<file path="config.mk">
export PLATFORM = sky130hd
export DESIGN_NAME = router_reg_flat
export DESIGN_NICKNAME = d
export VERILOG_FILES = /design/src/rtl/router_reg_if.sv /design/src/rtl/router_reg.sv /design/src/flat_wrapper.sv
export SDC_FILE = /design/constraint.sdc
export NUM_CORES = 1
export LEC_CHECK = 0
export CAP_MARGIN = 20
export CORE_MARGIN = 2
export CORE_UTILIZATION = 45
export CTS_CLUSTER_SIZE = 20
export DETAILED_ROUTE_END_ITERATION = 8
export GPL_TIMING_DRIVEN = 0
export PLACE_DENSITY = 0.77
export SYNTH_ARGS = -nofsm -noshare
export SYNTH_HDL_FRONTEND = slang
export SYNTH_SLANG_ARGS = --single-unit
</file>
<file path="constraint.sdc">
create_clock -name clk -period 1 [get_ports clk]
set_clock_uncertainty 0.1 [all_clocks]
set_input_delay 0.15 -clock clk [delete_from_list [all_inputs] [get_ports clk]]
set_output_delay 0.15 -clock clk [all_outputs]
set_load 0.005 [all_outputs]
</file>
<file path="src/rtl/router_reg_if.sv">
// router_reg_if: byte datapath, FIFO status, controller state strobes and
// registered outputs that connect the router controller side to router_reg.
interface router_reg_if #(
    parameter int DATA_W = 8
);
    logic              pkt_valid;
    logic [DATA_W-1:0] datain;
    logic              fifo_full;
    logic              detect_add;
    logic              lfd_state;
    logic              ld_state;
    logic              laf_state;
    logic              full_state;
    logic              rst_int_reg;
    logic [DATA_W-1:0] dout;
    logic              parity_done;
    logic              low_pkt_valid;
    logic              err;

    modport master (
        output pkt_valid, datain, fifo_full,
        output detect_add, lfd_state, ld_state, laf_state, full_state, rst_int_reg,
        input  dout, parity_done, low_pkt_valid, err
    );

    modport slave (
        input  pkt_valid, datain, fifo_full,
        input  detect_add, lfd_state, ld_state, laf_state, full_state, rst_int_reg,
        output dout, parity_done, low_pkt_valid, err
    );
endinterface

</file>
<file path="src/rtl/router_reg.sv">
// router_reg: packet datapath register of the router. Captures the header,
// forwards payload bytes to the FIFO write port, parks a byte in a holding
// register while the FIFO is full, and tracks packet parity.
// Optional macro ROUTER_REG_PARITY_CHK_EN compiles in the internal parity,
// packet parity and err logic; without it err is tied low.
module router_reg #(
    parameter int DATA_W = 8
) (
    input logic       clk,
    input logic       rst,
    router_reg_if.slave bus
);

    logic [DATA_W-1:0] header_q, header_d;
    logic [DATA_W-1:0] hold_q, hold_d;
    logic [DATA_W-1:0] dout_q, dout_d;
    logic              parity_done_q, parity_done_d;
    logic              low_pkt_valid_q, low_pkt_valid_d;

    // A valid header carrying address 2'b11 freezes every register.
    logic illegal_hdr;
    // One-hot strobes resolved by priority: detect_add, lfd, ld, laf.
    logic det_s, lfd_s, ld_s, laf_s;

    assign illegal_hdr = bus.detect_add && bus.pkt_valid && (bus.datain[1:0] == 2'b11);
    assign det_s = bus.detect_add;
    assign lfd_s = bus.lfd_state && !bus.detect_add;
    assign ld_s  = bus.ld_state && !bus.detect_add && !bus.lfd_state;
    assign laf_s = bus.laf_state && !bus.detect_add && !bus.lfd_state && !bus.ld_state;

    // Next-state for header, holding, output byte and status flags.
    always_comb begin
        header_d        = header_q;
        hold_d          = hold_q;
        dout_d          = dout_q;
        parity_done_d   = parity_done_q;
        low_pkt_valid_d = low_pkt_valid_q;
        if (!illegal_hdr) begin
            if (det_s && bus.pkt_valid) begin
                header_d = bus.datain;
            end
            if (lfd_s) begin
                dout_d = header_q;
            end else if (ld_s) begin
                if (!bus.fifo_full) begin
                    dout_d = bus.datain;
                end else begin
                    hold_d = bus.datain;
                end
            end else if (laf_s) begin
                dout_d = hold_q;
            end
            if (det_s) begin
                parity_done_d = 1'b0;
            end else if (ld_s && !bus.pkt_valid && !bus.fifo_full) begin
                parity_done_d = 1'b1;
            end else if (laf_s && low_pkt_valid_q && !parity_done_q) begin
                parity_done_d = 1'b1;
            end
            if (bus.rst_int_reg) begin
                low_pkt_valid_d = 1'b0;
            end else if (ld_s && !bus.pkt_valid) begin
                low_pkt_valid_d = 1'b1;
            end
        end
    end

    // Datapath and status registers, cleared immediately by reset.
    always_ff @(posedge clk or negedge rst) begin
        if (!rst) begin
            header_q        <= '0;
            hold_q          <= '0;
            dout_q          <= '0;
            parity_done_q   <= 1'b0;
            low_pkt_valid_q <= 1'b0;
        end else begin
            header_q        <= header_d;
            hold_q          <= hold_d;
            dout_q          <= dout_d;
            parity_done_q   <= parity_done_d;
            low_pkt_valid_q <= low_pkt_valid_d;
        end
    end

    assign bus.dout          = dout_q;
    assign bus.parity_done   = parity_done_q;
    assign bus.low_pkt_valid = low_pkt_valid_q;

`ifdef ROUTER_REG_PARITY_CHK_EN
    logic [DATA_W-1:0] int_parity_q, int_parity_d;
    logic [DATA_W-1:0] pkt_parity_q, pkt_parity_d;
    logic              err_q, err_d;

    // Running XOR of header and payload, received parity byte and compare.
    always_comb begin
        int_parity_d = int_parity_q;
        pkt_parity_d = pkt_parity_q;
        err_d        = err_q;
        if (!illegal_hdr) begin
            if (det_s) begin
                int_parity_d = '0;
            end else if (lfd_s) begin
                int_parity_d = int_parity_q ^ header_q;
            end else if (ld_s && bus.pkt_valid && !bus.fifo_full && !bus.full_state) begin
                int_parity_d = int_parity_q ^ bus.datain;
            end
            if (ld_s && !bus.pkt_valid && !bus.fifo_full) begin
                pkt_parity_d = bus.datain;
            end
            if (det_s) begin
                err_d = 1'b0;
            end else if (parity_done_q) begin
                err_d = (int_parity_q != pkt_parity_q);
            end
        end
    end

    // Parity registers, cleared immediately by reset.
    always_ff @(posedge clk or negedge rst) begin
        if (!rst) begin
            int_parity_q <= '0;
            pkt_parity_q <= '0;
            err_q        <= 1'b0;
        end else begin
            int_parity_q <= int_parity_d;
            pkt_parity_q <= pkt_parity_d;
            err_q        <= err_d;
        end
    end

    assign bus.err = err_q;
`else
    logic unused_full_state;
    assign unused_full_state = bus.full_state;
    assign bus.err           = 1'b0;
`endif

endmodule

</file>
<file path="src/flat_wrapper.sv">
// flat-port wrapper written by rule: the top's interface ports become plain ports
module router_reg_flat 
#(
    parameter int DATA_W = 8
)
  (clk, rst, bus_pkt_valid, bus_datain, bus_fifo_full, bus_detect_add, bus_lfd_state, bus_ld_state, bus_laf_state, bus_full_state, bus_rst_int_reg, bus_dout, bus_parity_done, bus_low_pkt_valid, bus_err);
  router_reg_if #(.DATA_W(DATA_W)) bus_i ();
  input logic clk;
  input logic rst;
  input wire logic [$bits(bus_i.pkt_valid)-1:0] bus_pkt_valid;
  input wire logic [$bits(bus_i.datain)-1:0] bus_datain;
  input wire logic [$bits(bus_i.fifo_full)-1:0] bus_fifo_full;
  input wire logic [$bits(bus_i.detect_add)-1:0] bus_detect_add;
  input wire logic [$bits(bus_i.lfd_state)-1:0] bus_lfd_state;
  input wire logic [$bits(bus_i.ld_state)-1:0] bus_ld_state;
  input wire logic [$bits(bus_i.laf_state)-1:0] bus_laf_state;
  input wire logic [$bits(bus_i.full_state)-1:0] bus_full_state;
  input wire logic [$bits(bus_i.rst_int_reg)-1:0] bus_rst_int_reg;
  output wire logic [$bits(bus_i.dout)-1:0] bus_dout;
  output wire logic [$bits(bus_i.parity_done)-1:0] bus_parity_done;
  output wire logic [$bits(bus_i.low_pkt_valid)-1:0] bus_low_pkt_valid;
  output wire logic [$bits(bus_i.err)-1:0] bus_err;
  assign bus_i.pkt_valid = bus_pkt_valid;
  assign bus_i.datain = bus_datain;
  assign bus_i.fifo_full = bus_fifo_full;
  assign bus_i.detect_add = bus_detect_add;
  assign bus_i.lfd_state = bus_lfd_state;
  assign bus_i.ld_state = bus_ld_state;
  assign bus_i.laf_state = bus_laf_state;
  assign bus_i.full_state = bus_full_state;
  assign bus_i.rst_int_reg = bus_rst_int_reg;
  assign bus_dout = bus_i.dout;
  assign bus_parity_done = bus_i.parity_done;
  assign bus_low_pkt_valid = bus_i.low_pkt_valid;
  assign bus_err = bus_i.err;
  router_reg #(.DATA_W(DATA_W)) u_core (.clk(clk), .rst(rst), .bus(bus_i));
endmodule
</file>
==> run summary, run 1 <==
LAYOUT
-----------------------------------------------------------------------------------------------
Number of nets in the layout .....................................................          183
Share of the core filled with cells ..............................................       70.76%
Leading cell type in the layout, fill and taps excluded .......................... sky130_fd_sc_hd__dfrtp_1
ANT cells ........................................................................            0
Ratio of cells with drive above 1 in the final layout ............................       55.83%
Area added between synthesis and finish ..........................................       48.54%
Most frequent cells in the layout ................................................ sky130_fd_sc_hd__dfrtp_1 (26), sky130_fd_sc_hd__buf_4 (15), sky130_fd_sc_hd__buf_2 (13)

STA
-----------------------------------------------------------------------------------------------
Final-report max-slew violation count ............................................            0
Setup repair after global routing missed its margin ..............................          yes
Time the final worst path needs with I/O delays and setup ........................      1114 ps
Tcrit/Tclk final .................................................................       111.4%
Relative max-transition margin ...................................................       57.69%
Top achievable clock speed .......................................................    897.5 MHz
Summed negative setup slack over all endpoints ...................................     -1161 ps
Slew at the pin closest to its max-slew limit ....................................     632.6 ps
Final count of negative-setup-slack endpoints ....................................           14
Number of hold violations in the final report ....................................            0
Final critical-path setup slack ..................................................    -114.2 ps

YOSYS
-----------------------------------------------------------------------------------------------
Main area contributors after synthesis ........................................... sky130_fd_sc_hd__dfrtp_1 (49%), sky130_fd_sc_hd__mux2_4 (9.1%), sky130_fd_sc_hd__nor3_1 (5.3%)
Cell type contributing the most total cell area after synthesis .................. sky130_fd_sc_hd__dfrtp_1
Post-synthesis cell area ......................................................... 0.001325 mm2
Instance count of the mapped netlist .............................................          115
Number of warnings reported in the yosys synthesis log ...........................            0
Sequential cell area fraction in the yosys report ................................       49.10%
Count of cell types in the netlist ...............................................           29
Number of register bits inferred by synthesis ....................................           26
Average cell area after synthesis ................................................    11.52 um2
Net count after synthesis ........................................................          133
Portion of synthesized cell area occupied by the leading cell type ...............       49.10%

CTS
-----------------------------------------------------------------------------------------------
CTS tree .........................................................................          yes
Cts bufs inserted ................................................................            3
Clock Root Buffer ................................................................ sky130_fd_sc_hd__clkbuf_4
Clock Sink Count .................................................................           26
Number of levels the H-tree was split into .......................................            1
Clock input transition at the sequential cells of the worst setup and hold paths .       130 ps
Skew-Pair Late Insertion Delay ...................................................       320 ps
Bufs on Longest Clock Path .......................................................            2

WORST SETUP PATH
-----------------------------------------------------------------------------------------------
Critical path peak fanout ........................................................            2
Peak per-stage delay on the critical path ........................................       410 ps
Slowest cell on the critical path ................................................ sky130_fd_sc_hd__dfrtp_1
Required time at the worst-slack endpoint ........................................       750 ps
Cell Chain, Critical Path ........................................................        buf_2
Startpoint class of the critical path ............................................    flip-flop
Worst setup path startpoint ...................................................... u_core.bus.parity_done
Cell class contributing the biggest share of worst-path delay ....................   flip-flops
Number of buffers and inverters on the critical path .............................            1
Sort of element at the end of the critical path ..................................  output port
Startpoint of the lowest-slack register-to-register path ......................... u_core.bus.parity_done
Worst Path Class, Setup ..........................................................      reg2out
Worst Path Arrival ...............................................................       860 ps

ROUTING
-----------------------------------------------------------------------------------------------
Total DRC errors in the routed layout ............................................            0
Number of DRC markers after the initial detailed-route iteration .................           45
Routed wire length per instance ..................................................     17.71 um
Iteration count of the initial detailed-routing pass .............................            4
Number of nets with antenna violations after detailed routing ....................            0
Via count normalized by instance count ...........................................        5.959
Routed via count .................................................................        1,156
Routed WL ........................................................................      3436 um

PLACE
-----------------------------------------------------------------------------------------------
Routability Congestion ...........................................................       0.7301
Count of port buffers added during placement .....................................           25
HPWL after detailed placement ....................................................      2109 um
Setup slack after placement ......................................................    -930.8 ps

GLOBAL ROUTE
-----------------------------------------------------------------------------------------------
Met1 routing resource usage after global routing .................................       25.57%
Most crowded layer after global routing ..........................................         met2
Wire length of the first global-routing pass .....................................      5430 um
GRT Total Usage ..................................................................       21.31%
Number of antenna violations at the first check in global routing ................            0
Routing usage on met3 ............................................................       7.366%
Largest net degree at the start of global routing ................................           17
Number of global-route vias before repair ........................................        1,165
GR met2 Demand/Resource ..........................................................       36.28%
Grt ovf ..........................................................................            0

POWER AND IR DROP
-----------------------------------------------------------------------------------------------
Total Power ......................................................................   0.002819 W
Max IR drop VDD ..................................................................     1.516 mV
Total power divided by cell area .................................................  1432 mW/mm2
Static Leakage ...................................................................    0.8777 nW

MIN PATH
-----------------------------------------------------------------------------------------------
Worst min-delay path class .......................................................       in2reg
Hold path startpoint ............................................................. bus_lfd_state

RUN STATUS
-----------------------------------------------------------------------------------------------
Failing checks ................................................................... negative setup slack
Result of the run ................................................................ complete, but fails checks

DIE
-----------------------------------------------------------------------------------------------
Die Footprint .................................................................... 0.003395 mm2
Initial Utilization ..............................................................       47.64%
Row cnt ..........................................................................           19
Number of primary I/O pins .......................................................           29
Core region area ................................................................. 0.002781 mm2
Die height .......................................................................     58.27 um
Width of the chip ................................................................     58.27 um

JOB
-----------------------------------------------------------------------------------------------
Max-capacitance violation count ..................................................            0

-- Yosys cell counts (all sizes together) --
cell type,number
a21oi,1
a31oi,1
and3,1
buf,8
conb,1
dfrtp,26
inv,1
mux2,14
nand2,12
nand2b,2
nand3,1
nand4,1
nor2,9
nor2b,2
nor3,14
o21ai,3
o22ai,7
o31a,1
o31ai,2
o32a,1
o41ai,7
-- per-layer routing --
layer / vias to the layer above / part of all wire, %
met2: 40 / 50
met5: - / 0
met3: 4 / 5.8
li1: 520 / -
met1: 592 / 43
met4: 0 / 0.49
-- registers in the layout (all words and copies together) (netlist names) --
signal / cells
u_core.bus.dout: 8
u_core.bus.parity_done: 1
u_core.header_q: 8
u_core.bus.low_pkt_valid: 1
u_core.hold_q: 8
-- power by group --
part,switching (W),total (W),internal [W]
Sequential,0.000148,0.00139,0.00124
Clock,0.000299,0.000441,0.000141
Combinational,0.000403,0.000986,0.000583
-- path summary, 6_finish.rpt --
kind	to	slack, ps	cells past startpoint
setup / recovery	bus_parity_done	-110	1
hold / removal	u_core.bus.low_pkt_valid	50	4
setup reg to reg	u_core.bus.parity_done	-70	4
hold reg to reg	u_core.bus.dout[3]	410	2
max in group asynchronous	u_core.hold_q[1]	200	2
min in group asynchronous	u_core.bus.dout[6]	100	1
-- timing repair --
action,in CTS,in global routing
buffers inserted,13,4
endpoints found under the hold margin,1,0
hold buffers,1,0
pin swaps,7,9
gates cloned,1,0
gates resized for setup,76,22
endpoints found under the setup margin,36,24
-- logic make-up after synthesis --
kind of cell	synth area share, %
other	0.2830
AO/OA/AOI/OAI	16.05
buffers and inverters	4.815
multiplexers	14.16
AND/OR/NAND/NOR	15.58
flip-flops	49.10
-- metrics by stage --
| stage | instances | cell area [um2] | hold slack [ps] |
|---|---|---|---|
| floorplan | 115 | 1366 | -245.6 |
| global route | 194 | 1968 | 27.68 |
| finish | 194 | 1968 | 50.11 |
| global placement | 171 | 1655 | 361.1 |
| detailed placement | 172 | 1683 | 369.0 |
| CTS | 190 | 1843 | 47.05 |
-- cell type report --
class	instances	area, um2
Buffer	8	82.58
Timing Repair Buffer	45	376.6
Inverter	1	8.758
Multi-Input combinational cell	80	788.3
Sequential cell	26	650.6
Fill cell	225	813.3
Tap cell	31	38.79
Clock buffer	3	22.52
No activity file was read; power rests on OpenSTA's default activity.
==> run 2, diff against run 1 <==
Settings changed: CTS_BUF_LIST set to sky130_fd_sc_hd__clkbuf_8.
==> run 2 against run 1 <==
Against the previous run: the run ends with negative hold slack, negative setup slack left; worst setup slack improved by 55 ps; sequential share of layout area shrank 0.21 points; sequential power about the same; via count decreased by 0.69%; maximum frequency grew 5.2%; power up 4.2%; core utilization up 0.45 points; cell count up 0.52%; global-route usage rose by 0.19 points; die area unchanged.
==> run summary, run 2 (synthesis results as in run 1) <==
POWER AND IR DROP
-----------------------------------------------------------------------------------------------
Static Leakage ...................................................................    0.8961 nW   +2.1%
Max IR drop VDD ..................................................................     1.604 mV   +5.8%
Total power divided by cell area .................................................  1483 mW/mm2   +3.5%

PLACE
-----------------------------------------------------------------------------------------------
Count of port buffers added during placement .....................................           25   unchanged
Area post-placement .............................................................. 0.001683 mm2   unchanged
Routability Congestion ...........................................................       0.7301   unchanged
HPWL after detailed placement ....................................................      2109 um   unchanged

WORST SETUP PATH
-----------------------------------------------------------------------------------------------
RR Endpoint ...................................................................... u_core.bus.parity_done
Count of cells along the worst register-to-register path .........................            4   unchanged
Worst setup path startpoint ...................................................... u_core.bus.parity_done
Cell Chain, Critical Path ........................................................        buf_2
Number of buffers and inverters on the critical path .............................            1   unchanged
Cell class contributing the biggest share of worst-path delay ....................   flip-flops
Sort of element at the end of the critical path ..................................  output port
Peak per-stage delay on the critical path ........................................       410 ps   about the same
Worst Path Arrival ...............................................................       810 ps   -50 ps
Startpoint class of the critical path ............................................    flip-flop
Required time at the worst-slack endpoint ........................................       750 ps   about the same
Number of stages on the worst setup path .........................................            1   unchanged
Startpoint of the lowest-slack register-to-register path ......................... u_core.bus.parity_done
Worst Path Class, Setup ..........................................................      reg2out
End point of the critical path ................................................... bus_parity_done
R2R Setup Slk ....................................................................       -50 ps   +20 ps
Critical path peak fanout ........................................................            2   unchanged
Slowest cell on the critical path ................................................ sky130_fd_sc_hd__dfrtp_1

STA
-----------------------------------------------------------------------------------------------
Number of hold violations in the final report ....................................            1   +1
Relative max-transition margin ...................................................       57.58%   -0.11 points
Top achievable clock speed .......................................................    943.9 MHz   +5.2%
Tcrit/Tclk final .................................................................       105.9%   -5.5 points
Final-report max-slew violation count ............................................            0   unchanged
Slew at the pin closest to its max-slew limit ....................................     634.3 ps   +1.697 ps
Final critical-path setup slack ..................................................    -59.43 ps   +54.81 ps
Setup repair after global routing missed its margin ..............................          yes
Worst hold-check slack ...........................................................    -15.39 ps   -65.50 ps
Time the final worst path needs with I/O delays and setup ........................      1059 ps   -54.81 ps
Final count of negative-setup-slack endpoints ....................................           27   +13

CTS
-----------------------------------------------------------------------------------------------
Clock Sink Count .................................................................           26   unchanged
Skew-Pair Late Insertion Delay ...................................................       270 ps   -50 ps
CTS tree .........................................................................          yes
Number of levels the H-tree was split into .......................................            1   unchanged
Number of buffers inserted for hold repair after clock tree synthesis ............            0   -1
Bufs on Longest Clock Path .......................................................            2   unchanged
Clock Root Buffer ................................................................ sky130_fd_sc_hd__clkbuf_8
Clock input transition at the sequential cells of the worst setup and hold paths .        90 ps   -40 ps
Cts bufs inserted ................................................................            3   unchanged

LAYOUT
-----------------------------------------------------------------------------------------------
Register cell area after layout ..................................................    650.6 um2   unchanged
Share of the core filled with cells ..............................................       71.21%   +0.45 points
Area added between synthesis and finish ..........................................       49.48%
Ratio of cells with drive above 1 in the final layout ............................       56.71%   +0.88 points
ANT cells ........................................................................            0   unchanged
Number of nets in the layout .....................................................          184   +0.55%
Non-Filler Cell Area, Final ...................................................... 0.001981 mm2   +0.64%
Leading cell type in the layout, fill and taps excluded .......................... sky130_fd_sc_hd__dfrtp_1
Area used by multi-input combinational logic .....................................    769.5 um2   -2.4%
Layout filler cell count .........................................................          208   -7.6%
Most frequent cells in the layout ................................................ sky130_fd_sc_hd__dfrtp_1 (26), sky130_fd_sc_hd__buf_4 (20), sky130_fd_sc_hd__nor3_1 (12), sky130_fd_sc_hd__buf_2 (12)

DIE
-----------------------------------------------------------------------------------------------
Die height .......................................................................     58.27 um   unchanged
Initial Utilization ..............................................................       47.64%   unchanged
Row cnt ..........................................................................           19   unchanged
Width of the chip ................................................................     58.27 um   unchanged
Die Footprint .................................................................... 0.003395 mm2   unchanged
Number of primary I/O pins .......................................................           29   unchanged
Core region area ................................................................. 0.002781 mm2   unchanged

RUN STATUS
-----------------------------------------------------------------------------------------------
Failing checks ................................................................... negative hold slack, negative setup slack
Result of the run ................................................................ complete, but fails checks

GLOBAL ROUTE
-----------------------------------------------------------------------------------------------
Number of global-route vias before repair ........................................        1,165   unchanged
Grt ovf ..........................................................................            0   unchanged
Number of antenna violations at the first check in global routing ................            0   unchanged
Wire length of the first global-routing pass .....................................      5506 um   +1.4%
GRT Total Usage ..................................................................       21.50%   +0.19 points
Largest net degree at the start of global routing ................................           17   unchanged

MIN PATH
-----------------------------------------------------------------------------------------------
Worst min-delay path class .......................................................       in2reg

ROUTING
-----------------------------------------------------------------------------------------------
Total DRC errors in the routed layout ............................................            0   unchanged
Number of nets with antenna violations after detailed routing ....................            0   unchanged
Via count normalized by instance count ...........................................        5.887   -1.2%
Routed via count .................................................................        1,148   -0.69%
Number of DRC markers after the initial detailed-route iteration .................           48   +6.7%
Routed wire length per instance ..................................................     17.67 um   -0.22%
Routed WL ........................................................................      3446 um   +0.29%
Iteration count of the initial detailed-routing pass .............................            4   unchanged

JOB
-----------------------------------------------------------------------------------------------
Max-capacitance violation count ..................................................            0   unchanged

## run 2: changes by cell type in the layout (fill, tap and decap cells not counted), sizes merged
cell / delta
buf: +4
clkdlybuf4s50: -1
dlygate4sd3: -1
dlygate4sd2: -1
## run 2: area by class of cell
cell class / count / area share (%)
inverters: 1 / 0.3159
multi-input cells: 80 / 38.85
plain buffers: 8 / 4.738
repair buffers: 46 / 19.20
flip-flops and latches: 26 / 32.85
well taps: 31 / 1.958
clock buffers: 3 / 2.085
## run 2: per-layer routing
| metal | vias up | share of wire [%] | global-route usage, % |
|---|---|---|---|
| met1 | 584 | 42 | 26.57 |
| li1 | 521 | - | - |
| met5 | - | 0 | 0 |
| met2 | 41 | 51 | 36.28 |
| met4 | 0 | 0.26 | 6.645 |
| met3 | 2 | 6.7 | 6.027 |
## run 2: worst min path at each step
stage | to | start | slack (ps) | cells after the start
global placement | u_core.bus.dout[3] | u_core.bus.dout[3] | 360 | 2
floorplan | u_core.bus.dout[0] | rst | -250 | 0
CTS | u_core.bus.parity_done | bus_detect_add | 40 | 2
global route | u_core.bus.parity_done | bus_detect_add | -20 | 2
detailed placement | u_core.bus.dout[3] | u_core.bus.dout[3] | 370 | 2
finish | u_core.bus.parity_done | bus_detect_add | -20 | 2
## run 2: through the flow
step / TNS [ps] / total power [W] / instances / setup WS (ps) / hold slack (ps)
detailed placement: -25420 / 0.002131 / 172 / -930.8 / 369.0
floorplan: -2565 / 0.001787 / 115 / -177.5 / -245.6
global route: -1248 / 0.003086 / 195 / -85.88 / -20.45
CTS: -615.2 / 0.002815 / 191 / -59.90 / 43.57
global placement: -38060 / 0.002083 / 171 / -887.8 / 361.1
finish: -614.5 / 0.002937 / 195 / -59.43 / -15.39
## run 2: power breakdown
part	leakage (nW)	switching, W	internal [W]	total [W]
Combinational	0.557	0.000393	0.000577	0.000970
Sequential	0.317	0.000142	0.00125	0.00139
Clock	0.0216	0.000310	0.000270	0.000579
Total	0.896	0.000845	0.00209	0.00294
## run 2: timing repair
item,4_1_cts,5_1_grt
endpoints found under the hold margin,0,1
pin swaps,7,9
buffers inserted,15,4
endpoints found under the setup margin,36,30
gates resized for setup,81,24
gates cloned,1,0
